$ cat src/rtl/convol_stream_source.sv
// Streaming front end for a convolution kernel: buffers framed samples, feeds them
// to the kernel one per cycle, appends NUM_TAPS-1 zero samples per frame, and owns the tap registers.
module convol_stream_source #(
    parameter int DATA_WIDTH  = 16,
    parameter int COEFF_WIDTH = 16,
    parameter int NUM_TAPS    = 8,
    parameter int FIFO_DEPTH  = 8
) (
    input  logic                            clk,
    input  logic                            reset,
    input  logic [DATA_WIDTH-1:0]           s_data,
    input  logic                            s_valid,
    input  logic                            s_last,
    output logic                            s_ready,
    input  logic                            coeff_wr_en,
    input  logic [$clog2(NUM_TAPS)-1:0]     coeff_wr_addr,
    input  logic [COEFF_WIDTH-1:0]          coeff_wr_data,
    output logic                            coeff_wr_err,
    output logic [DATA_WIDTH-1:0]           input_data,
    output logic                            enable,
    output logic [NUM_TAPS*COEFF_WIDTH-1:0] coeff,
    output logic                            busy,
    output logic [$clog2(FIFO_DEPTH):0]     fifo_level
);

    localparam int ADDR_W = $clog2(NUM_TAPS);
    localparam int PTR_W  = $clog2(FIFO_DEPTH);
    localparam int LVL_W  = PTR_W + 1;
    localparam int CNT_W  = ADDR_W;

    typedef enum logic [1:0] {
        IDLE   = 2'd0,
        STREAM = 2'd1,
        FLUSH  = 2'd2
    } state_t;

    state_t                  state_r;
    logic [DATA_WIDTH:0]     mem_r [FIFO_DEPTH];
    logic [PTR_W-1:0]        wr_ptr_r;
    logic [PTR_W-1:0]        rd_ptr_r;
    logic [LVL_W-1:0]        level_r;
    logic [LVL_W-1:0]        level_next_s;
    logic                    ready_r;
    logic [CNT_W-1:0]        flush_cnt_r;
    logic [DATA_WIDTH-1:0]   data_r;
    logic                    enable_r;
    logic                    busy_r;
    logic                    err_r;
    logic [COEFF_WIDTH-1:0]  taps_r [NUM_TAPS];
    logic                    push_s;
    logic                    pop_s;
    logic                    wr_ok_s;
    logic [DATA_WIDTH:0]     head_s;

    // FIFO entries are {data, last}; the head is popped only while not flushing.
    assign push_s  = s_valid && ready_r;
    assign pop_s   = ((state_r == IDLE) || (state_r == STREAM)) && (level_r != '0);
    assign head_s  = mem_r[rd_ptr_r];
    assign wr_ok_s = coeff_wr_en && (state_r == IDLE) &&
                     ({1'b0, coeff_wr_addr} < (ADDR_W+1)'(NUM_TAPS));

    // Next FIFO occupancy from push/pop.
    always_comb begin
        level_next_s = level_r;
        if (push_s && !pop_s) begin
            level_next_s = level_r + LVL_W'(1);
        end else if (pop_s && !push_s) begin
            level_next_s = level_r - LVL_W'(1);
        end else begin
            level_next_s = level_r;
        end
    end

    // Sample storage; contents need no reset since the pointers define validity.
    always_ff @(posedge clk) begin
        if (push_s) begin
            mem_r[wr_ptr_r] <= {s_data, s_last};
        end
    end

    // FIFO pointers, occupancy and registered ready (low while in reset).
    always_ff @(posedge clk or posedge reset) begin
        if (reset) begin
            wr_ptr_r <= '0;
            rd_ptr_r <= '0;
            level_r  <= '0;
            ready_r  <= 1'b0;
        end else begin
            if (push_s) begin
                wr_ptr_r <= wr_ptr_r + PTR_W'(1);
            end
            if (pop_s) begin
                rd_ptr_r <= rd_ptr_r + PTR_W'(1);
            end
            level_r <= level_next_s;
            ready_r <= (level_next_s < LVL_W'(FIFO_DEPTH));
        end
    end

    // Frame sequencer: forwards samples, then emits the zero tail before returning to IDLE.
    always_ff @(posedge clk or posedge reset) begin
        if (reset) begin
            state_r     <= IDLE;
            flush_cnt_r <= '0;
            data_r      <= '0;
            enable_r    <= 1'b0;
            busy_r      <= 1'b0;
        end else begin
            case (state_r)
                IDLE, STREAM: begin
                    if (pop_s) begin
                        data_r   <= head_s[DATA_WIDTH:1];
                        enable_r <= 1'b1;
                        busy_r   <= 1'b1;
                        if (head_s[0]) begin
                            state_r     <= FLUSH;
                            flush_cnt_r <= CNT_W'(NUM_TAPS - 1);
                        end else begin
                            state_r <= STREAM;
                        end
                    end else begin
                        enable_r <= 1'b0;
                    end
                end
                FLUSH: begin
                    if (flush_cnt_r != '0) begin
                        data_r      <= '0;
                        enable_r    <= 1'b1;
                        flush_cnt_r <= flush_cnt_r - CNT_W'(1);
                    end else begin
                        enable_r <= 1'b0;
                        busy_r   <= 1'b0;
                        state_r  <= IDLE;
                    end
                end
                default: begin
                    state_r  <= IDLE;
                    enable_r <= 1'b0;
                    busy_r   <= 1'b0;
                end
            endcase
        end
    end

    // Tap registers are writable only while IDLE; any other write raises a one-cycle error.
    always_ff @(posedge clk or posedge reset) begin
        if (reset) begin
            for (int k = 0; k < NUM_TAPS; k++) begin
                taps_r[k] <= '0;
            end
            err_r <= 1'b0;
        end else begin
            for (int k = 0; k < NUM_TAPS; k++) begin
                if (wr_ok_s && (coeff_wr_addr == ADDR_W'(k))) begin
                    taps_r[k] <= coeff_wr_data;
                end
            end
            err_r <= coeff_wr_en && !wr_ok_s;
        end
    end

    for (genvar g = 0; g < NUM_TAPS; g++) begin : g_pack
        assign coeff[g*COEFF_WIDTH +: COEFF_WIDTH] = taps_r[g];
    end

    assign s_ready      = ready_r;
    assign fifo_level   = level_r;
    assign input_data   = data_r;
    assign enable       = enable_r;
    assign busy         = busy_r;
    assign coeff_wr_err = err_r;

endmodule

$ cat config.mk
export PLATFORM = sky130hd
export DESIGN_NAME = convol_stream_source
export DESIGN_NICKNAME = d
export VERILOG_FILES = /design/src/rtl/convol_stream_source.sv
export SDC_FILE = /design/constraint.sdc
export NUM_CORES = 1
export LEC_CHECK = 0
export CORE_ASPECT_RATIO = 0.75
export CORE_MARGIN = 1.5
export CORE_UTILIZATION = 40
export CTS_CLUSTER_SIZE = 30
export DETAILED_ROUTE_END_ITERATION = 6
export PLACE_DENSITY_LB_ADDON = 0.05
export SLEW_MARGIN = 15
export SYNTH_ARGS = -nofsm -noshare
export SYNTH_HDL_FRONTEND = slang
export SYNTH_SLANG_ARGS = --single-unit
$ cat constraint.sdc
create_clock -name clk -period 7.9 [get_ports clk]
set_clock_uncertainty 0.05 [all_clocks]
set_input_delay 1.975 -clock clk [delete_from_list [all_inputs] [get_ports clk]]
set_output_delay 1.975 -clock clk [all_outputs]
set_load 0.01 [all_outputs]
==> results.py <==
metrics = {
    "outcome": {
        "run_status": "finished, final reports clean",
    },
    "route": {
        "drt_drc_violations_left": 0,
        "detailroute.via_count": 6370,
        "ant_nets": 0,
        "dr.first_iter.drc_count": 307,
        "detail_route.vias_per_cell": 5.06,
        "route.final.wire_length_mm": 27.2,
        "wl_per_cell_um": 21.6,
        "detailedRoute.firstPassIterationCount": 4,
    },
    "critical_path": {
        "path_cells": "clkdlybuf4s50_1",
        "worst-setup-path-type": "reg -> out",
        "setup.worst_path.end_class": "output pin",
        "max_stage_delay_ns": 0.60,
        "startpoint_type": "register",
        "worst-endpoint-required_ns": 5.88,
        "timing.critical_path.arrival_ns": 1.67,
        "critPathTopFamily": "buffers and inverters",
        "path_max_fanout": 8,
        "timing.critical_path.slowest_stage_cell": "clkdlybuf4s50_1",
        "worst-path-buf-inv": 1,
    },
    "global_routing": {
        "grt_max_degree": 86,
        "first_global_vias": 6756,
        "grt-ovfl-total": 0,
        "grt_first_pass_wirelength_mm": 41.4,
        "global_route.usage.total_pct": 18.5,
        "number_of_antenna_violations_at_the_first_check_in_global_routing": 0,
    },
    "clocking": {
        "clk-insertion-delay-late_ns": 0.55,
        "ctsHoldBuffers": 0,
        "post_cts.resized_instances": 0,
        "cts.root.buffer_cell": "clkbuf_16",
        "tritoncts": "done",
        "clk_pin_slew_worst_paths_ns": 0.06,
        "tritoncts_num_sinks": 299,
        "cts_buffer_depth": 3,
        "cts_htree_levels": 1,
        "post_cts.repair.setup_buffers": 0,
        "cts_buffers": 30,
    },
    "placement": {
        "detailed_place_hpwl_mm": 17.5,
        "final_weighted_congestion_in_routability_driven_placement": 0.725,
        "numPortBuffers": 191,
    },
    "sta": {
        "rsz0062_at_grt": "false",
        "final_period_demand_of_the_worst_path_ns": 3.70,
        "worst-slew-pin-transition_ns": 1.03,
        "fin_tns_setup_ns": 0,
        "max-slew-margin-rel_pct": 31.3,
        "finalCritPeriodShare_pct": 46.8,
        "hold_viol": 0,
        "fmax_mhz": 270,
        "setup_viol_count_final": 0,
        "drv_slew": 0,
        "fin_hold_ws_ns": 0.452,
    },
    "logic_synthesis": {
        "post_synth_inst_count": 651,
        "synth.top_cells.by_area": "edfxtp_1, dfrtp_1, mux2_2",
        "synth-edff-count": 136,
        "synth-async-reset-ratio_pct": 54.5,
        "ys_seq_elements": 299,
        "yosys.area.top_type_share_pct": 35.3,
        "post_synth_instance_area_mm2": 0.0116,
        "syn_nets": 699,
        "top_ff_cell_synth": "dfrtp_1",
        "synth_cell_types": 48,
        "synth_top_area_cell": "edfxtp_1",
        "yosysWarningCount": 0,
        "post_synth.cell_area_avg_um2": 17.8,
        "seq_area_frac_synth_pct": 70.5,
    },
    "layout": {
        "final_common_cell": "clkdlybuf4s50_1",
        "fillCellCount": 2320,
        "num_antenna_cells": 0,
        "area_growth_pct": 28.4,
        "fin_nets": 898,
        "drive_gt1_share_pct": 26.2,
        "fin_util_pct": 52.6,
        "area_of_the_multi_input_gates_mm2": 0.00325,
        "mostFrequentLayoutCells": "clkdlybuf4s50_1, dfrtp_1, edfxtp_1",
        "ff_latch_area_mm2": 0.00817,
    },
    "die": {
        "die_x_um": 199,
        "fp.dieArea_mm2": 0.0300,
        "floorplan.rows": 53,
        "core_area_mm2": 0.0282,
        "initial_core_util_pct": 41.0,
        "die_y_um": 150,
        "design.portCount": 192,
    },
    "power_and_ir_drop": {
        "powerDensity_mw_per_mm2": 408,
        "power.static_leakage_nw": 5.73,
        "power.ir.vdd_worst_mv": 0.218,
        "finalPower_mw": 6.06,
    },
    "min_path": {
        "holdCritPathClass": "reg -> reg",
    },
    "job": {
        "cap_viol_max_count": 0,
    },
}
## cell usage after synthesis, types with 2 or more instances
library cell and instances:
nor2b_1 2, nand2_1 19, or2_2 2, mux4_2 32
nand3b_1 2, ha_1 8, and3_1 2, nor3_1 3
mux2_4 10, buf_4 6, nand2_2 3, inv_1 11
a211oi_1 2, clkbuf_1 5, o2bb2ai_1 2, xnor2_1 4
mux2_2 119, dfrtp_1 163, nand3_1 19, edfxtp_1 136
nand2b_1 4, buf_2 14, buf_6 2, o21ai_0 22
a31oi_1 2, mux2i_1 21, nor2_1 15
## routing by layer
metal | vias to the layer above | GRT usage, % | share of wire, %
met5 | - | 0 | 0
met4 | 0 | 4.40 | 1.9
met3 | 33 | 4.01 | 5.9
met2 | 150 | 29.7 | 48
met1 | 3342 | 25.8 | 44
li1 | 2845 | - | -
## logic make-up after synthesis
kind of cell	after synthesis	synth area share, %
AOI/OAI and AO/OA	39	2.11
xor gates and xnor gates	4	0.302
adders and majority gates	8	0.864
buffers and inverters	40	1.78
DFF	299	70.5
muxes	182	20.9
and+or+nand+nor	79	3.56
## state kept, by name, indices dropped and copies added, names as in the netlist, named ones only
name          flops
busy              1
rd_ptr_r          3
state_r           2
input_data       16
s_ready           1
wr_ptr_r          3
fifo_level        3
enable            1
coeff_wr_err      1
mem_r           136
flush_cnt_r       3
coeff           128
## final cells by class
type | instances | share of cell area (%)
Clock inverter | 16 | 1.12
Timing Repair Buffer | 196 | 13.1
Sequential cell | 299 | 54.9
Clock buffer | 40 | 5.45
Inverter | 11 | 0.311
Tap cell | 385 | 3.24
Multi-Input combinational cell | 312 | 21.8
## worst paths after layout
path | from | end | slack [ns] | cells after the start
hold / removal | coeff[26] | coeff[26] | 0.45 | 1
max in group asynchronous | reset | rd_ptr_r[2] | 4.33 | 3
setup reg to reg | fifo_level[0] | register | 4.72 | 9
min in group asynchronous | reset | coeff[5] | 1.91 | 2
hold reg to reg | coeff[26] | coeff[26] | 0.45 | 1
setup / recovery | register | fifo_level[3] | 4.20 | 1
## stage by stage
step           std cells  setup slack (ns)  instance area (um^2)
6_report            1259              4.20                 14900
5_1_grt             1259              3.95                 14900
4_1_cts             1259              4.11                 14900
3_5_place_dp        1203              3.54                 13900
3_3_place_gp        1203              3.57                 13900
2_1_floorplan        651              1.47                 11600
## power by group
part	internal, mW	switching (mW)	total, mW
Combinational	1.23	0.969	2.20
Clock	0.818	0.585	1.40
Sequential	2.14	0.307	2.45
Total	4.20	1.86	6.06
Power figures use the tool's default switching activity.
